[src/rtl/dmem_arbiter.sv]
// dmem_arbiter: shares one synchronous data memory between a CPU controller
// and a host/debug port. One access per cycle, round-robin between the two
// requesters, with an optional sticky host lock that is bounded so the CPU
// can never be starved for more than LOCK_MAX consecutive host grants.
module dmem_arbiter #(
  parameter int ADDR_W   = 8,
  parameter int DATA_W   = 16,
  parameter int LOCK_MAX = 8
) (
  input  logic              clk,
  input  logic              rst_n,
  // CPU controller port
  input  logic              cpu_req,
  input  logic              cpu_wr,
  input  logic [ADDR_W-1:0] cpu_addr,
  input  logic [DATA_W-1:0] cpu_wdata,
  output logic              cpu_gnt,
  output logic              cpu_rvalid,
  output logic [DATA_W-1:0] cpu_rdata,
  // host/debug port
  input  logic              host_req,
  input  logic              host_wr,
  input  logic              host_lock,
  input  logic [ADDR_W-1:0] host_addr,
  input  logic [DATA_W-1:0] host_wdata,
  output logic              host_gnt,
  output logic              host_rvalid,
  output logic [DATA_W-1:0] host_rdata,
  // memory port
  output logic [ADDR_W-1:0] mem_addr,
  output logic              mem_wr,
  output logic [DATA_W-1:0] mem_wdata,
  input  logic [DATA_W-1:0] mem_rdata
);

  localparam int CNT_W = $clog2(LOCK_MAX + 1);
  localparam logic [CNT_W-1:0] CNT_MAX = CNT_W'(LOCK_MAX);
  localparam logic [CNT_W-1:0] CNT_ONE = CNT_W'(1);

  // State names the owner of the most recent grant.
  typedef enum logic [1:0] {
    IDLE      = 2'd0,
    CPU       = 2'd1,
    HOST      = 2'd2,
    HOST_LOCK = 2'd3
  } state_t;

  state_t            state;
  state_t            state_next;
  logic [CNT_W-1:0]  lock_cnt;
  logic [CNT_W-1:0]  lock_cnt_next;
  logic              grant_cpu;
  logic              grant_host;
  logic              cpu_rd_pend;
  logic              host_rd_pend;
  logic [DATA_W-1:0] cpu_rdata_q;
  logic [DATA_W-1:0] host_rdata_q;

  // Owner state and lock counter registers.
  always_ff @(posedge clk or negedge rst_n) begin
    if (!rst_n) begin
      state    <= IDLE;
      lock_cnt <= '0;
    end else begin
      state    <= state_next;
      lock_cnt <= lock_cnt_next;
    end
  end

  // Grant decision and next owner; grants are suppressed while in reset so
  // every output reads zero during reset.
  always_comb begin
    grant_cpu     = 1'b0;
    grant_host    = 1'b0;
    state_next    = IDLE;
    lock_cnt_next = '0;

    if (rst_n) begin
      if (cpu_req && host_req) begin
        case (state)
          CPU: begin
            grant_host = 1'b1;
          end
          HOST_LOCK: begin
            // A dropped host_lock behaves like plain HOST: CPU wins the tie.
            if (host_lock && (lock_cnt < CNT_MAX)) begin
              grant_host = 1'b1;
            end else begin
              grant_cpu = 1'b1;
            end
          end
          default: begin
            grant_cpu = 1'b1;
          end
        endcase
      end else if (cpu_req) begin
        grant_cpu = 1'b1;
      end else if (host_req) begin
        grant_host = 1'b1;
      end

      if (grant_cpu) begin
        state_next    = CPU;
        lock_cnt_next = '0;
      end else if (grant_host) begin
        if (host_lock) begin
          state_next = HOST_LOCK;
          // Only locked grants that actually make the CPU wait are counted.
          if (cpu_req) begin
            lock_cnt_next = lock_cnt + CNT_ONE;
          end else begin
            lock_cnt_next = lock_cnt;
          end
        end else begin
          state_next    = HOST;
          lock_cnt_next = '0;
        end
      end else begin
        state_next    = IDLE;
        lock_cnt_next = '0;
      end
    end
  end

  // Memory port mux: granted requester drives the bus, zeros otherwise.
  always_comb begin
    mem_addr  = '0;
    mem_wr    = 1'b0;
    mem_wdata = '0;
    if (grant_cpu) begin
      mem_addr  = cpu_addr;
      mem_wr    = cpu_wr;
      mem_wdata = cpu_wdata;
    end else if (grant_host) begin
      mem_addr  = host_addr;
      mem_wr    = host_wr;
      mem_wdata = host_wdata;
    end
  end

  assign cpu_gnt  = grant_cpu;
  assign host_gnt = grant_host;

  // Remember which requester has a read in flight; reset drops it so a read
  // granted just before reset never returns data afterwards.
  always_ff @(posedge clk or negedge rst_n) begin
    if (!rst_n) begin
      cpu_rd_pend  <= 1'b0;
      host_rd_pend <= 1'b0;
    end else begin
      cpu_rd_pend  <= grant_cpu & ~cpu_wr;
      host_rd_pend <= grant_host & ~host_wr;
    end
  end

  // Hold the last returned read data for each requester.
  always_ff @(posedge clk or negedge rst_n) begin
    if (!rst_n) begin
      cpu_rdata_q  <= '0;
      host_rdata_q <= '0;
    end else begin
      if (cpu_rd_pend) begin
        cpu_rdata_q <= mem_rdata;
      end
      if (host_rd_pend) begin
        host_rdata_q <= mem_rdata;
      end
    end
  end

  assign cpu_rvalid  = cpu_rd_pend;
  assign host_rvalid = host_rd_pend;
  assign cpu_rdata   = cpu_rd_pend ? mem_rdata : cpu_rdata_q;
  assign host_rdata  = host_rd_pend ? mem_rdata : host_rdata_q;

endmodule

[config.mk]
export PLATFORM = sky130hd
export DESIGN_NAME = dmem_arbiter
export DESIGN_NICKNAME = d
export VERILOG_FILES = /design/src/rtl/dmem_arbiter.sv
export SDC_FILE = /design/constraint.sdc
export NUM_CORES = 1
export LEC_CHECK = 0
export CAP_MARGIN = 10
export CORE_MARGIN = 3
export CORE_UTILIZATION = 30
export DETAILED_ROUTE_END_ITERATION = 10
export GPL_TIMING_DRIVEN = 0
export PLACE_DENSITY = 0.8
export SYNTH_ARGS = -nofsm -noshare
export SYNTH_HDL_FRONTEND = slang
export SYNTH_SLANG_ARGS = --single-unit
[constraint.sdc]
create_clock -name clk -period 1.9 [get_ports clk]
set_input_delay 0.38 -clock clk [delete_from_list [all_inputs] [get_ports clk]]
set_output_delay 0.38 -clock clk [all_outputs]
set_load 0.02 [all_outputs]
==> results of run 1 <==
-- synth_stat cells --
library cell | n | area share
a21boi_0 | 1 | 0.0037
a21oi_1 | 1 | 0.0025
a311o_4 | 1 | 0.010
a31oi_2 | 1 | 0.0062
buf_2 | 2 | 0.0050
buf_4 | 2 | 0.0075
buf_6 | 4 | 0.022
clkbuf_1 | 8 | 0.015
dfrtp_1 | 40 | 0.50
ha_1 | 1 | 0.0062
inv_1 | 2 | 0.0037
mux2_2 | 32 | 0.18
mux2i_1 | 1 | 0.0050
nand2_1 | 53 | 0.099
nand2b_1 | 1 | 0.0031
nand4_1 | 1 | 0.0031
nor2_1 | 3 | 0.0056
nor2b_4 | 1 | 0.0068
nor3_1 | 2 | 0.0050
nor3_2 | 3 | 0.015
nor3_4 | 1 | 0.0081
o22ai_1 | 25 | 0.078
xnor2_1 | 1 | 0.0044
xor2_1 | 2 | 0.0087
-- layout by cell type, fill, tap and decap left out, types with 2 or more instances in the layout --
| cell | Yosys | final |
|---|---|---|
| buf_12 | 0 | 4 |
| buf_2 | 2 | 15 |
| buf_4 | 2 | 16 |
| buf_6 | 4 | 33 |
| buf_8 | 0 | 8 |
| clkbuf_2 | 0 | 13 |
| clkbuf_8 | 0 | 6 |
| clkdlybuf4s15_1 | 0 | 3 |
| clkdlybuf4s50_1 | 0 | 68 |
| dfrtp_1 | 40 | 40 |
| dlygate4sd2_1 | 0 | 2 |
| inv_1 | 2 | 2 |
| mux2_2 | 32 | 31 |
| nand2_1 | 53 | 53 |
| nor2_4 | 0 | 2 |
| nor3_1 | 2 | 2 |
| nor3_2 | 3 | 3 |
| o22ai_2 | 0 | 17 |
| o22ai_4 | 0 | 7 |
| xor2_1 | 2 | 2 |
-- registers in the layout, indices dropped and copies added (netlist names) --
name,cells
cpu_rdata_q,16
host_rdata_q,16
lock_cnt,4
state,2
cpu_rvalid,1
host_rvalid,1
-- layout make-up --
class | count | area (sq um) | share of cell area
well taps | 77 | 96.3 | 0.0243
flip-flops and latches | 40 | 1000 | 0.253
multi-input cells | 131 | 1140 | 0.288
inverters | 2 | 7.51 | 0.00189
repair buffers | 149 | 1410 | 0.355
plain buffers | 16 | 188 | 0.0473
clock buffers | 6 | 82.6 | 0.0208
clock inverters | 2 | 38.8 | 0.00979
-- stage by stage --
step	total power [mW]	utilization
final	3.02	0.617
after global routing	3.19	0.617
after CTS	3.02	0.603
after detailed placement	2.30	0.542
after global placement	2.27	0.543
after floorplan	1.67	-
-- kinds of logic (layout without fill, tap and decap cells) --
logic type	Yosys count	count (layout)
compound gates	29	29
xor+xnor	3	3
fa+ha+maj	1	1
buf+inv	18	175
flops	40	40
mux	33	33
simple gates	65	65
-- metal layers --
layer,GRT usage,wire [um],vias up
met3,0.0734,750,7
met2,0.308,3330,103
met1,0.183,2430,963
li1,-,-,965
met5,0,0,-
met4,0.0446,63,0
-- worst paths after layout --
kind | startpoint | end | slack [ns] | depth (start not counted)
max | lock_cnt[3] | mem_wdata[9] | -0.24 | 5
min | rst_n | host_rdata_q[9] | 0.03 | 2
max reg2reg | lock_cnt[3] | lock_cnt[3] | 0.37 | 5
min reg2reg | cpu_rdata_q[1] | cpu_rdata_q[1] | 0.50 | 1
max in group asynchronous | rst_n | lock_cnt[3] | 1.68 | 2
min in group clk | cpu_req | lock_cnt[1] | 0.44 | 3
-- worst max-delay path: stages, from the launching register on --
cell	delay (ns)
dfrtp_1	0.39
nand2b_4	0.15
a311o_4	0.43
buf_12	0.17
o22ai_4	0.19
buf_6	0.14
-- report_power, final --
| part | total (mW) | internal, mW | switching, mW | leakage (nW) |
|---|---|---|---|---|
| Sequential | 1.05 | 1.01 | 0.0397 | 0.489 |
| Clock | 0.728 | 0.429 | 0.298 | 0.0614 |
| Combinational | 1.24 | 0.609 | 0.634 | 1.18 |
-- what timing repair did --
item / 4_1_cts / 5_1_grt
gates cloned: 0 / 1
endpoints found under the hold margin: 40 / 0
setup buffers: 12 / 5
pin swaps: 5 / 0
gates resized for setup: 314 / 32
hold buffers: 1 / 0
setup endpoints to repair: 59 / 58
==> impl_metrics.json, run 1 <==
{
  "power_density_nw_per_um2": 762,
  "htree_levels": 2,
  "grt_setup_unrepaired": "yes",
  "startpoint_type": "flip-flop",
  "dieArea_sq_um": 7720,
  "core_sq_um": 6420,
  "finalSetupViolCount": 26,
  "cts_tree": "yes",
  "synthDistinctLibCells": 24,
  "drv_cap": 0,
  "globalRouteTotalUtil": 0.171,
  "placed_cells": 396,
  "hold_class": "in -> async",
  "synthesis.area_sq_um": 2010,
  "synth_compound_area_frac": 0.100,
  "routed_wl_um": 6570,
  "violations": "setup timing",
  "antenna_found_initial": 0,
  "yosysSeqAreaShare": 0.498,
  "relSlewSlack": 0.734,
  "layout-drive-gt1-share": 0.477,
  "first_global_vias": 2202,
  "firstDrtPassIters": 4,
  "dpl_cell_area_sq_um": 3480,
  "synth.area.mux_share": 0.184,
  "clock_path_buffers": 2,
  "syn_area_per_cell_sq_um": 10.6,
  "die-height_um": 87.9,
  "die_width_um": 87.9,
  "numCtsBuffers": 5,
  "worstMarginPinSlew_ns": 0.398,
  "fin_skew_ns": 0.00465,
  "status": "finished, violations left",
  "setup_ws_ns": -0.238,
  "grt_pass1_wl_um": 10400,
  "vias": 2038,
  "root_buffer": "clkbuf_8",
  "fin_nets": 417,
  "port_buffers": 130,
  "synth_top_family_by_area": "multiplexers",
  "finalSetupTns_ns": -5.55,
  "post-route-min-period_ns": 2.14,
  "detailed_place_hpwl_um": 4700,
  "cellLeakagePower_nw": 1.73,
  "synth_nets": 261,
  "final_max_slew_viol_count": 0,
  "hold-worst-slack_ns": 0.0267,
  "place_ws_ns": -1.28,
  "first_iter_violations": 39,
  "n_antenna_cell": 0,
  "post_drt_via_cell_ratio": 4.82,
  "synthAdderAreaFrac": 0.00622,
  "finalNonFillerCells": 423,
  "grt_start_max_net_pins": 41,
  "grt_overflow": 0,
  "fin_area_sq_um": 3960,
  "arrival_ns": 1.76,
  "clk_latency_ns": 0.29,
  "initial_core_util": 0.313,
  "path_class": "reg -> out",
  "synth_simple_gate_area_frac": 0.146,
  "antenna_left": 0,
  "cp_max_fo": 10,
  "wl_per_cell_um": 15.5,
  "syn-instance-count": 189,
  "drt_drc_violations_left": 0,
  "required_ns": 1.52,
  "yosys_register_bits": 40,
  "fp-row-count": 29,
  "synth-xor-area-share": 0.0131,
  "peakVddDrop_v": 0.000434,
  "cts.sinks": 40,
  "crit_path_end_kind": "output port",
  "area_growth_pct": 97.0,
  "yosys_warnings": 0,
  "max_freq_mhz": 468,
  "final_hold_viol_count": 0,
  "place_congestion": 0.748,
  "clkSlewWorstSetupHoldPaths_ns": 0.08,
  "io_pins": 132,
  "nFillCells": 529,
  "finalCritPeriodShare": 1.13
}
(Power assumes the default switching activity.)
==> inputs of run 2 (changes only) <==
--- a/config.mk
+++ b/config.mk
@@ -12,4 +12,5 @@
 export GPL_TIMING_DRIVEN = 0
 export PLACE_DENSITY = 0.8
+export SKIP_CTS_REPAIR_TIMING = 1
 export SYNTH_ARGS = -nofsm -noshare
 export SYNTH_HDL_FRONTEND = slang
==> constraint.sdc (replaced) <==
create_clock -name clk -period 1.9 [get_ports clk]
set_input_delay 0.285 -clock clk [delete_from_list [all_inputs] [get_ports clk]]
set_output_delay 0.285 -clock clk [all_outputs]
set_load 0.02 [all_outputs]
==> impl_metrics.json, run 2 (synthesized netlist as in run 1, its figures left out) <==
{
  "status": "finished, violations left",
  "violations": "setup timing",
  "cts.sinks": 40,
  "clkPwrFrac": 0.184,
  "wl_met2_um": 3330,
  "hold_class": "in -> reg",
  "clk_latency_ns": 0.29,
  "drt_drc_violations_left": 0,
  "relSlewSlack": 0.737,
  "p_int_mw": 1.99,
  "cts_tree": "yes",
  "fin_skew_ns": 0.00593,
  "fin_nets": 417,
  "finalCritPeriodShare": 1.12,
  "antenna_found_initial": 0,
  "startpoint_type": "flip-flop",
  "crit_chain": "nand2b_4 -> a311o_4 -> clkbuf_16 -> o22ai_4 -> buf_6",
  "drv_cap": 0,
  "worstMarginPinSlew_ns": 0.394,
  "wl_per_cell_um": 16.4,
  "sw_frac_of_total": 0.332,
  "path_class": "reg -> out",
  "cp_max_fo": 8,
  "die_width_um": 87.9,
  "post_drt_via_cell_ratio": 4.88,
  "n_antenna_cell": 0,
  "power_density_nw_per_um2": 706,
  "layout-drive-gt1-share": 0.390,
  "clkSlewWorstSetupHoldPaths_ns": 0.08,
  "max_freq_mhz": 471,
  "largestRegisters": "cpu_rdata_q: 16 flops, host_rdata_q: 16 flops, lock_cnt: 4 flops",
  "grt_pass1_wl_um": 9290,
  "finalSetupViolCount": 27,
  "cpPeakStageDelay_ns": 0.46,
  "first_global_vias": 2027,
  "fp-row-count": 29,
  "initial_core_util": 0.313,
  "setup_ws_ns": -0.223,
  "place_ws_ns": -1.09,
  "hold-worst-slack_ns": 0.337,
  "globalRouteTotalUtil": 0.155,
  "firstDrtPassIters": 4,
  "final_hold_viol_count": 0,
  "numCtsBuffers": 5,
  "final_cell_mix": "clkdlybuf4s50_1 (69), nand2_1 (53), dfrtp_1 (38)",
  "crit_path_end_kind": "output port",
  "dieArea_sq_um": 7720,
  "cellLeakagePower_nw": 2.03,
  "peakVddDrop_v": 0.000264,
  "root_buffer": "clkbuf_8",
  "power_mw": 2.98,
  "switching_power_mw": 0.988,
  "die-height_um": 87.9,
  "arrival_ns": 1.84,
  "final_max_slew_viol_count": 0,
  "grt_setup_unrepaired": "yes",
  "area_growth_pct": 110,
  "grt_start_max_net_pins": 42,
  "wl_met1_um": 2730,
  "dr.max_layer_used": "met4",
  "pwr-share-seq": 0.354,
  "antenna_left": 0,
  "grt_overflow": 0,
  "htree_levels": 2,
  "dr_wl_met3_um": 848,
  "routed_wl_um": 6950,
  "slowest_stage": "a311o_4",
  "port_buffers": 130,
  "core_sq_um": 6420,
  "power_frac_comb": 0.462,
  "post-route-min-period_ns": 2.12,
  "clock_path_buffers": 2,
  "first_iter_violations": 37,
  "place_congestion": 0.771,
  "vias": 2066,
  "layout_commonest_cell": "clkdlybuf4s50_1",
  "io_pins": 132,
  "detailed_place_hpwl_um": 4840,
  "required_ns": 1.62
}
==> run 2: critical path: cells and delay by family (launching register included) <==
kind | cells | cell delay, ns
AOI/OAI and AO/OA | 2 | 0.64
DFF | 1 | 0.41
buffers and inverters | 2 | 0.34
and+or+nand+nor | 1 | 0.15
==> run 2: metal layers <==
layer	GRT usage	vias to the layer above
met2	0.279	111
met1	0.166	982
met3	0.0734	6
met4	0.0335	0
met5	0	-
li1	-	967
==> run 2: final timing paths <==
check,from,end,slack (ns),cells after the start
max in group asynchronous,rst_n,cpu_rvalid,1.10,3
worst min register to register,host_rdata_q[4],host_rdata_q[4],0.49,1
worst min-delay path,host_lock,state[0],0.34,3
worst max-delay path,lock_cnt[3],mem_wdata[8],-0.22,5
min in group asynchronous,rst_n,cpu_rdata_q[10],0.59,3
worst max register to register,lock_cnt[3],lock_cnt[0],0.20,6
==> run 2: layout make-up <==
cell class,instances,area [sq um]
inverters,2,7.51
clock buffers,5,68.8
plain buffers,14,139
fillers,505,2200
well taps,77,96.3
multi-input cells,131,1210
clock inverters,3,18.8
repair buffers,151,1670
flip-flops and latches,40,1000
==> run 2: power by group through the flow <==
| stage | Clock [mW] | Combinational [mW] | Sequential [mW] |
|---|---|---|---|
| CTS | 0.577 | 1.21 | 1.05 |
| detailed placement | 0 | 1.21 | 1.07 |
| global route | 0.613 | 1.46 | 1.07 |
| floorplan | 0 | 0.593 | 1.06 |
| global placement | 0 | 1.19 | 1.06 |
| finish | 0.549 | 1.38 | 1.05 |
==> run 2: through the flow <==
stage / cells / utilization / instance area, sq um / TNS, ns
2_1_floorplan: 189 / - / 2010 / 0
3_3_place_gp: 396 / 0.531 / 3410 / -84.73
3_5_place_dp: 396 / 0.530 / 3400 / -34.02
4_1_cts: 404 / 0.544 / 3490 / -44.69
5_1_grt: 423 / 0.657 / 4220 / -5.69
6_report: 423 / 0.657 / 4220 / -4.36
